$ cat src/rtl/run_length_detector_pkg.sv
// Shared constants and helpers for the run-length detector.
// Default parameters and the run-counter width function.
package run_length_detector_pkg;

    localparam int DEF_CHANNELS  = 4;
    localparam int DEF_RUN_LEN   = 5;
    localparam int DEF_HIT_CNT_W = 8;

    function automatic int cnt_width(input int run_len);
        return $clog2(run_len + 1);
    endfunction

endpackage

$ cat src/rtl/run_length_detector_run_channel.sv
// One serial channel: saturating run counter, crossing detect,
// single-cycle pulse flag and level/pulse output select.
module run_channel
    import run_length_detector_pkg::*;
#(
    parameter int RUN_LEN = DEF_RUN_LEN
) (
    input  logic clock,
    input  logic reset,
    input  logic enable,
    input  logic x_in,
    input  logic match_val,
    input  logic pulse_mode,
    output logic y_out,
    output logic crossing
);

    localparam int CW = cnt_width(RUN_LEN);
    localparam logic [CW-1:0] FULL = CW'(RUN_LEN);
    localparam logic [CW-1:0] LAST = CW'(RUN_LEN - 1);

    logic [CW-1:0] cnt;
    logic          pulse_q;
    logic          is_match;

    assign is_match = (x_in == match_val);
    assign crossing = enable && is_match && (cnt == LAST);

    // Pulse flag follows crossing every edge, so it self-clears
    // even while enable is low.
    always_ff @(posedge clock or posedge reset) begin
        if (reset) begin
            cnt     <= '0;
            pulse_q <= 1'b0;
        end else begin
            pulse_q <= crossing;
            if (enable) begin
                if (!is_match)
                    cnt <= '0;
                else if (cnt != FULL)
                    cnt <= cnt + CW'(1);
            end
        end
    end

    assign y_out = pulse_mode ? pulse_q : (cnt == FULL);

endmodule

$ cat src/rtl/run_length_detector.sv
// Multi-channel run-length detector: per-channel detectors plus
// a saturating count of crossings across all channels.
module run_length_detector
    import run_length_detector_pkg::*;
#(
    parameter int CHANNELS  = DEF_CHANNELS,
    parameter int RUN_LEN   = DEF_RUN_LEN,
    parameter int HIT_CNT_W = DEF_HIT_CNT_W
) (
    input  logic                 clock,
    input  logic                 reset,
    input  logic                 enable,
    input  logic [CHANNELS-1:0]  x_in,
    input  logic                 match_val,
    input  logic                 pulse_mode,
    input  logic                 clear_hits,
    output logic [CHANNELS-1:0]  y_out,
    output logic [HIT_CNT_W-1:0] hit_count
);

    localparam int PW = $clog2(CHANNELS + 1);
    localparam int SW = HIT_CNT_W + 1;
    localparam logic [SW-1:0] SAT = {1'b0, {HIT_CNT_W{1'b1}}};

    logic [CHANNELS-1:0] crossing;
    logic [PW-1:0]       n_cross;
    logic [SW-1:0]       sum;

    for (genvar i = 0; i < CHANNELS; i++) begin : g_ch
        run_channel #(
            .RUN_LEN(RUN_LEN)
        ) u_ch (
            .clock     (clock),
            .reset     (reset),
            .enable    (enable),
            .x_in      (x_in[i]),
            .match_val (match_val),
            .pulse_mode(pulse_mode),
            .y_out     (y_out[i]),
            .crossing  (crossing[i])
        );
    end

    always_comb begin
        n_cross = '0;
        for (int i = 0; i < CHANNELS; i++)
            n_cross = n_cross + PW'(crossing[i]);
    end

    assign sum = {1'b0, hit_count} + SW'(n_cross);

    // Clear takes priority over any crossings on the same edge.
    always_ff @(posedge clock or posedge reset) begin
        if (reset)
            hit_count <= '0;
        else if (clear_hits)
            hit_count <= '0;
        else if (sum > SAT)
            hit_count <= '1;
        else
            hit_count <= sum[HIT_CNT_W-1:0];
    end

endmodule

$ cat config.mk
export PLATFORM = sky130hd
export DESIGN_NAME = run_length_detector
export DESIGN_NICKNAME = d
export VERILOG_FILES = /design/src/rtl/run_length_detector_pkg.sv /design/src/rtl/run_length_detector_run_channel.sv /design/src/rtl/run_length_detector.sv
export SDC_FILE = /design/constraint.sdc
export NUM_CORES = 1
export LEC_CHECK = 0
export CAP_MARGIN = 0
export CORE_ASPECT_RATIO = 1.75
export CORE_MARGIN = 1.5
export CORE_UTILIZATION = 50
export DETAILED_ROUTE_END_ITERATION = 10
export HOLD_SLACK_MARGIN = 0.03
export PLACE_DENSITY = 0.75
export SLEW_MARGIN = 5
export SYNTH_ARGS = -nofsm -noshare
export SYNTH_HDL_FRONTEND = slang
export SYNTH_HIERARCHICAL = 1
export SYNTH_SLANG_ARGS = --single-unit
$ cat constraint.sdc
create_clock -name clock -period 5 [get_ports clock]
set_input_delay 0.5 -clock clock [delete_from_list [all_inputs] [get_ports clock]]
set_output_delay 0.5 -clock clock [all_outputs]
set_load 0.01 [all_outputs]
Word level (Yosys, flattened, before mapping). Cells that the tools add are included.

Bits in registers: 24. Bits of input ports: 10. Output and inout bits: 12.

Add/sub/neg operators: 8. Order comparisons: 1. Eq/ne operators: 20. Multiplexer cells: 14. Reductions and logical operators: 12.

Operator list (number): equality test 3 bit (second input constant) (8); two-way mux 3 bit (8); two-way mux 8 bit (2); adder 3 x 1 -> 3 bit (second input constant) (4); inequality test 3 bit (second input constant) (4); adder 8 x 3 -> 9 bit (1); > comparator 9 x 8 -> 1 bit (second input constant) (1); logical AND 1 bit (8); inequality test 2 bit (second input constant) (4); AND reduction 2 bit (4); equality test 1 bit (4); two-way mux 1 bit (4); adder 2 x 1 -> 3 bit (1); adder 3 x 1 -> 3 bit (1); adder 1 x 1 -> 2 bit (1).

Logic depth before layout (Yosys ltp). Gate-level depths: netlist of the first run.

Depth after elaboration: 10. Gate-level depth with buffers: 12. Mapped depth without buffers: 12.

Hierarchy. The synthesis of the first run kept the hierarchy.

By module, submodules not included: run_channel (instances 4, cells an instance 25, area an instance 246.5 um^2, sequential area each 100.1 um^2); run_length_detector (instances 1, cells an instance 43, area an instance 473.0 um^2, sequential area each 200.2 um^2).

Worst setup path before layout of the first run. OpenSTA, ideal clock, no wires.

Path kind: in2reg. From: in match_val. To: reg hit_count[6]. Library setup time: 0.132 ns. Arrival: 2.565 ns. Data required time: 4.868 ns. Path slack: 2.303 ns. Stages on the path: 10. Path buffers: 0. Cell sequence: xnor2_2 -> and4_2 -> fa_1 -> inv_1 -> fa_1 -> inv_1 -> fa_1 -> and4_4 -> and4b_1 -> nor3_1.

Cells in the longest elaborated chain, start to end: 10. Elaborated cells on any way between the ends: 19. Classes of those cells: add/sub (4); order compare (1); eq/ne (4); mux (2); reduce/logical (8).

RTL lines: start: declaration (RTL line run_length_detector.sv:14) `input logic match_val,`; equality test 1 bit (*) (RTL line run_length_detector_run_channel.sv:26) `assign is_match = (x_in == match_val);`; logical AND 1 bit (*) (2 in series) (RTL line run_length_detector_run_channel.sv:27) `assign crossing = enable && is_match && (cnt == LAST);`; named net crossing[0] (RTL line run_length_detector.sv:25) `logic [CHANNELS-1:0] crossing;`; adder 1 x 1 -> 2 bit (*) (RTL line run_length_detector.sv:47) `n_cross = n_cross + PW'(crossing[i]);`; adder 2 x 1 -> 3 bit (*) (RTL line run_length_detector.sv:47); adder 3 x 1 -> 3 bit (*) (RTL line run_length_detector.sv:47); adder 8 x 3 -> 9 bit (*) (RTL line run_length_detector.sv:50) `assign sum = {1'b0, hit_count} + SW'(n_cross);`; > comparator 9 x 8 -> 1 bit (RTL line run_length_detector.sv:58) `else if (sum > SAT)`; two-way mux 8 bit (*) (RTL line run_length_detector.sv:58); two-way mux 8 bit (*) (RTL line run_length_detector.sv:56) `else if (clear_hits)`; end signal: assignment (RTL line run_length_detector.sv:61) `hit_count <= sum[HIT_CNT_W-1:0];`; end: declaration (RTL line run_length_detector.sv:18) `output logic [HIT_CNT_W-1:0] hit_count`.

The timed path passes the listed nets; every way through them passes the cells marked *. A chain may end at the register's enable or synchronous reset.

Final worst setup path of the first run.
From: in match_val. To: reg hit_count[1].

The elaborated chain is that of the path after synthesis.

==> reports/qor.csv, run 1 <==
metric,value,unit
status,"finished, final reports clean",
path_class,in2reg,
grt_use_total,20.3,%
fin_setup_tns,0,ps
synth_edf_count,0,
port-buffer-count,21,
dp_slack,1360,ps
cap_violations,0,
synth_cell_type_count,26,
cp_cell_sequence,"clkdlybuf4s50_1, xnor2_2, and4_2, fa_1, inv_1, fa_1, inv_1, fa_1, and4_4, nand4_4, a21oi_1",
yosysMostFrequentCell,dfrtp_1,
avgSynthCellArea,10.2,sq um
max_slew.worst_pin.slew,551,ps
fp.dieH,74.5,um
die_w,43.8,um
arrival,3580,ps
fmax,294,MHz
synthCells,143,
rsz0062_at_grt,no,
cts_tree,done,
fin_hold_ws,561,ps
coreArea,2750,sq um
path_max_fanout,6,
synth_flop_cell,dfrtp_1,
drt_iter0_drc,24,
syn_nets,169,
setup_slack,1600,ps
drive_gt1_share,10.7,%
wl,3.03,mm
ir_drop,0.000203,V
cts.sinks,24,
fin_crit_sh,68.0,%
h-tree-depth,1,
grt_pass1_vias,1174,
drc_errors,0,
ctsHoldBuffers,0,
setup_viol_count_final,0,
rows,25,
io_pins,22,
crit_path_frequent_cell,fa_1,
cts_root_buf,clkbuf_8,
die_area,3260,sq um
dr_total_vias,1168,
slowest_delay,720,ps
num_antenna_cells,0,
worstReg2RegEnd,hit_count[1]$_DFF_PP0_,
ant_nets,0,
cts_setup_buffers,0,
antenna_found_initial,0,
r2r-start,g_ch[0].u_ch/cnt[0]$_DFFE_PP0P_,
initial_core_util,53.0,%
finalHoldViolCount,0,
grt.overflow.total,0,
grt_max_degree,17,
required,5180,ps
crit_end,hit_count[1]$_DFF_PP0_,
p_leak,0.000796,uW
cpLargestDelayFamily,adder cells,
dr.pass1.iters,4,
grt_pass1_wl,5.06,mm
ys_top_cells_by_count,"dfrtp_1, inv_1, a21oi_1",
end_kind,register,
crit_path_start_kind,primary input,
slew_viol_final,0,
rr_worst_depth,11,
yosysTopAreaCell,dfrtp_1,
worstSkewPairLatency,260,ps
cp_num_buf_inv,3,
reg2reg_slack,2130,ps
nNetsFinal,195,
seq_area_frac_synth,41.2,%
crit_cells,11,
post-dp-hpwl,2.33,mm
synth_top_area_share,41.2,%
hold_path_class,in2async,
wl_per_cell,15.6,um
post-route-min-period,3400,ps
cts_made_buffers,3,
critPathLaunch,match_val,
async_flop_share,100,%
synth_area_leaders,"dfrtp_1, ha_1, a21oi_1, inv_1, xnor2_2",
syn_area,1460,sq um
cts_resized,0,
ys_ff_latch,24,
slowest_stage,clkdlybuf4s50_1,
yosysWarnings,6,
cts_max_path_buffers,2,
place.gp.congestion,0.784,
via_per_inst,5.99,
max_slew_margin,63.2,%
fin_worst_skew,2.18,ps
clkTransAtPathRegs,90,ps
area_growth,20.8,%
n_fill_cell,234,
power_density,360,nW/um^2
## where the power goes
part,switching (uW),internal (uW)
Combinational,109,95.9
Clock,61.6,70.2
Sequential,57.3,240
Total,227,406
## state kept, by name (all words and copies together) (netlist names)
register / count
g_ch.u_ch/cnt: 12
g_ch.u_ch/pulse_q: 4
hit_count: 8
## area by class of cell
cell class	count	area, sq um	area share, %
clock buffers	4	55.1	3.12
well taps	27	33.8	1.92
inverters	18	67.6	3.84
repair buffers	22	218	12.4
flip-flops and latches	24	601	34.1
multi-input cells	100	787	44.7
## cell families after synthesis
group	count (synthesis)	share of synthesized area (%)
flip-flops	24	41.2
AND/OR/NAND/NOR	42	18.3
XOR/XNOR	7	6.26
adder cells (fa/ha/maj)	16	15.3
AO/OA/AOI/OAI	35	14.2
buffers and inverters	19	4.89
## worst register-to-register path: cells and delay by family (launching register included)
family / cells / cell delay (ps)
DFF: 1 / 430
adders and majority gates: 4 / 1320
buffers and inverters: 3 / 210
and+or+nand+nor: 3 / 650
AOI/OAI and AO/OA: 1 / 190
## metal layers
metal,up-vias,track usage [%],part of all wire (%)
met4,0,4.04,1.1
li1,563,-,-
met2,29,40.2,54
met1,572,22.1,41
met3,4,2.43,3.3
met5,-,0,0
## stage by stage
stage / instances / area, sq um / power, uW / utilization (%)
detailed placement: 191 / 1710 / 503 / 62.0
finish: 195 / 1760 / 633 / 64.0
floorplan: 143 / 1460 / 428 / -
global placement: 191 / 1710 / 492 / 62.0
CTS: 195 / 1760 / 637 / 64.0
global route: 195 / 1760 / 682 / 64.0
## layout by cell type (no fill, tap or decap), types with 4 or more instances in the layout
cell             netlist  final
xnor2_2                4      4
ha_1                  13     13
a31oi_1                9      9
nand2_1               12     12
nand3b_1               4      4
and4_2                 4      4
clkdlybuf4s50_1        0     21
o211ai_1               4      4
a21oi_1               14     14
nand3_1                6      6
clkbuf_8               0      4
inv_1                 18     18
dfrtp_1               24     24
o21ai_0                6      6
nand4_1                8      8
## worst min-delay path by stage
stage	startpoint	to	slack, ps	cells past startpoint
6_report	reset	g_ch[3].u_ch/cnt[1]$_DFFE_PP0P_	560	2
5_1_grt	reset	g_ch[3].u_ch/cnt[0]$_DFFE_PP0P_	570	2
3_3_place_gp	g_ch[1].u_ch/cnt[0]$_DFFE_PP0P_	g_ch[1].u_ch/cnt[0]$_DFFE_PP0P_	530	1
3_5_place_dp	g_ch[3].u_ch/cnt[0]$_DFFE_PP0P_	g_ch[3].u_ch/cnt[0]$_DFFE_PP0P_	550	1
4_1_cts	reset	g_ch[3].u_ch/cnt[2]$_DFFE_PP0P_	560	2
2_1_floorplan	reset	g_ch[0].u_ch/cnt[0]$_DFFE_PP0P_	270	1
No activity file was read; power rests on OpenSTA's default activity.
==> run 2: changes to the inputs <==
CORE_UTILIZATION = 48   (was 50)
clock period = 2.9 ns   (was 5 ns; I/O delays follow)
==> reports/qor.csv, run 2 (same netlist as run 1, synthesis figures left out) <==
metric,value,unit,change
status,finished with violations,,
violations,DRC,,
max_slew_margin,78.7,%,+16 points
fin_worst_skew,6.36,ps,+4.18 ps
slew_viol_final,0,,unchanged
fp.dieH,75.9,um,+2.0%
finalPower,1130,uW,+78%
grt_pass1_wl,5.30,mm,+4.6%
place.gp.congestion,0.795,,+1.4%
finalHoldViolCount,0,,unchanged
hold_path_class,in2async,,
wl,3.09,mm,+1.8%
io_pins,22,,unchanged
fin_crit_sh,96.1,%,
dr.pass1.iters,7,,+3
nNetsFinal,206,,+5.6%
drt_iter0_drc,24,,unchanged
ant_nets,0,,unchanged
fin_setup_tns,0,ps,unchanged
top_regs,"g_ch.u_ch/cnt (12), hit_count (8), g_ch.u_ch/pulse_q (4)",,
via_per_inst,5.73,,-4.3%
rr_worst_depth,11,,unchanged
rows,26,,+4.0%
largest_register,g_ch.u_ch/cnt,,
h-tree-depth,1,,unchanged
grt_use_total,20.2,%,-0.050 points
rsz0062_at_grt,no,,
cts_made_buffers,3,,unchanged
largest_register_ffs,12,,unchanged
die_w,44.7,um,+1.9%
grt_max_degree,14,,-3
port-buffer-count,21,,unchanged
path_max_fanout,5,,-1
p_leak,0.000848,uW,+6.5%
cts_root_buf,clkbuf_8,,
n_fill_cell,243,,+3.8%
worstReg2RegEnd,hit_count[0]$_DFF_PP0_,,
placed_cell_area,1780,sq um,+4.0%
power_density,610,nW/um^2,+70%
ctsHoldBuffers,0,,unchanged
cts_max_path_buffers,2,,unchanged
drive_gt1_share,17.9,%,+7.2 points
dp_slack,-293,ps,-1650 ps
cpLargestDelayFamily,adder cells,,
layout_commonest_cell,dfrtp_1,,
clkTransAtPathRegs,90,ps,about the same
r2r-start,g_ch[2].u_ch/cnt[1]$_DFFE_PP0P_,,
cp_num_buf_inv,3,,unchanged
reg2reg_slack,130,ps,-2000 ps
cts_tree,done,,
grt_pass1_vias,1230,,+4.8%
path_class,in2reg,,
wl_per_cell,14.9,um,-4.1%
dr_total_vias,1187,,+1.6%
initial_core_util,50.4,%,-2.6 points
setup_viol_count_final,0,,unchanged
num_antenna_cells,0,,unchanged
cap_violations,0,,unchanged
dpl.cell_count,201,,+5.2%
max_slew.worst_pin.slew,319,ps,-231 ps
post-dp-hpwl,2.46,mm,+5.7%
post-route-cell-area,1850,sq um,+5.2%
slowest_delay,510,ps,-210 ps
fmax,359,MHz,
slowest_stage,fa_1,,
crit_path_start_kind,primary input,,
end_kind,register,,
cts.sinks,24,,unchanged
grt.overflow.total,0,,unchanged
required,3100,ps,-2080 ps
setup_slack,113,ps,-1490 ps
post-route-min-period,2790,ps,
final_cell_mix,"dfrtp_1, clkdlybuf4s50_1, inv_1, a21oi_1, ha_1",,
ir_drop,0.000343,V,+69%
antenna_found_initial,0,,unchanged
worstSkewPairLatency,270,ps,about the same
fin_cells,207,,+6.2%
die_area,3390,sq um,+3.9%
arrival,2980,ps,-600 ps
drc_errors,3,,+3
area_growth,27.0,%,
cp_cell_sequence,"clkdlybuf4s50_1, xnor2_2, and4_2, fa_1, inv_1, fa_1, inv_1, fa_2, and4_4, nand4_4, a21oi_1",,
coreArea,2900,sq um,+5.2%
==> run 2: cell count changes in the layout (fill, tap and decap cells not counted) <==
| cell | before | now |
|---|---|---|
| fa_1 | 3 | 2 |
| dlygate4sd2_1 | 0 | 1 |
| dfrtp_2 | 0 | 1 |
| a211oi_1 | 1 | 0 |
| buf_4 | 1 | 12 |
| a211oi_2 | 0 | 1 |
| clkdlybuf4s50_1 | 21 | 20 |
| fa_2 | 0 | 1 |
| dfrtp_1 | 24 | 23 |
==> run 2: worst max-delay path by stage <==
stage          slack (ps)  cells after the start                             from                     end
3_5_place_dp         -290                     11                        match_val  hit_count[3]$_DFF_PP0_
4_1_cts                70                     11  g_ch[0].u_ch/cnt[0]$_DFFE_PP0P_  hit_count[3]$_DFF_PP0_
3_3_place_gp         -220                     11                        match_val  hit_count[7]$_DFF_PP0_
2_1_floorplan         280                     11  g_ch[0].u_ch/cnt[0]$_DFFE_PP0P_  hit_count[6]$_DFF_PP0_
5_1_grt                 3                     11                          x_in[0]  hit_count[0]$_DFF_PP0_
6_report              110                     11                          x_in[0]  hit_count[0]$_DFF_PP0_
==> run 2: cell type report <==
cell class                 count  area [sq um]  area share, %
inverter                      18          67.6           3.65
tap                           28          35.0           1.89
timing repair buffer          33           299           16.1
sequential                    24           602           32.5
multi-input combinational    100           795           42.9
clock buffer                   4          55.1           2.97
==> run 2: stage by stage <==
stage / util, % / hold slack [ps]
after floorplan: - / 56.1
after global placement: 61.3 / 534
after detailed placement: 61.3 / 555
after CTS: 63.2 / 368
after global routing: 64.0 / 391
final: 64.0 / 372
==> run 2: repair_timing <==
item                                    in CTS  in global routing
endpoints found under the hold margin        0                  0
setup buffers                                0                  2
endpoints found under the setup margin       6                  5
gates resized for setup                      1                  3
==> run 2: power by group <==
group          total [uW]  internal, uW  switching (uW)
registers             507           415            92.0
logic                 395           191             203
clock network         228           121             107
total                1130           728             402
==> run 2: layer usage <==
metal  wire length, um  track usage (%)  share of wire [%]  vias up
met1              1290             24.9                 42      568
met4                35             6.97                1.1        0
met3                78             1.67                2.5        4
met5                 0                0                  0        -
li1                  -                -                  -      588
met2              1690             35.2                 55       27
==> run 2: worst reg2reg max path, stage by stage, from the launching register on <==
cell	delay, ps
dfrtp_1	390
inv_1	100
ha_1	190
and4_2	240
fa_1	490
inv_1	60
fa_1	380
inv_1	90
fa_2	210
and4_4	250
nand4_4	130
a21oi_1	180
==> run 3: changes to the inputs <==
SLEW_MARGIN = 20   (was 5)
==> results of run 3 <==
Same layout as run 2: the final DEF is identical, and so are final timing and power.
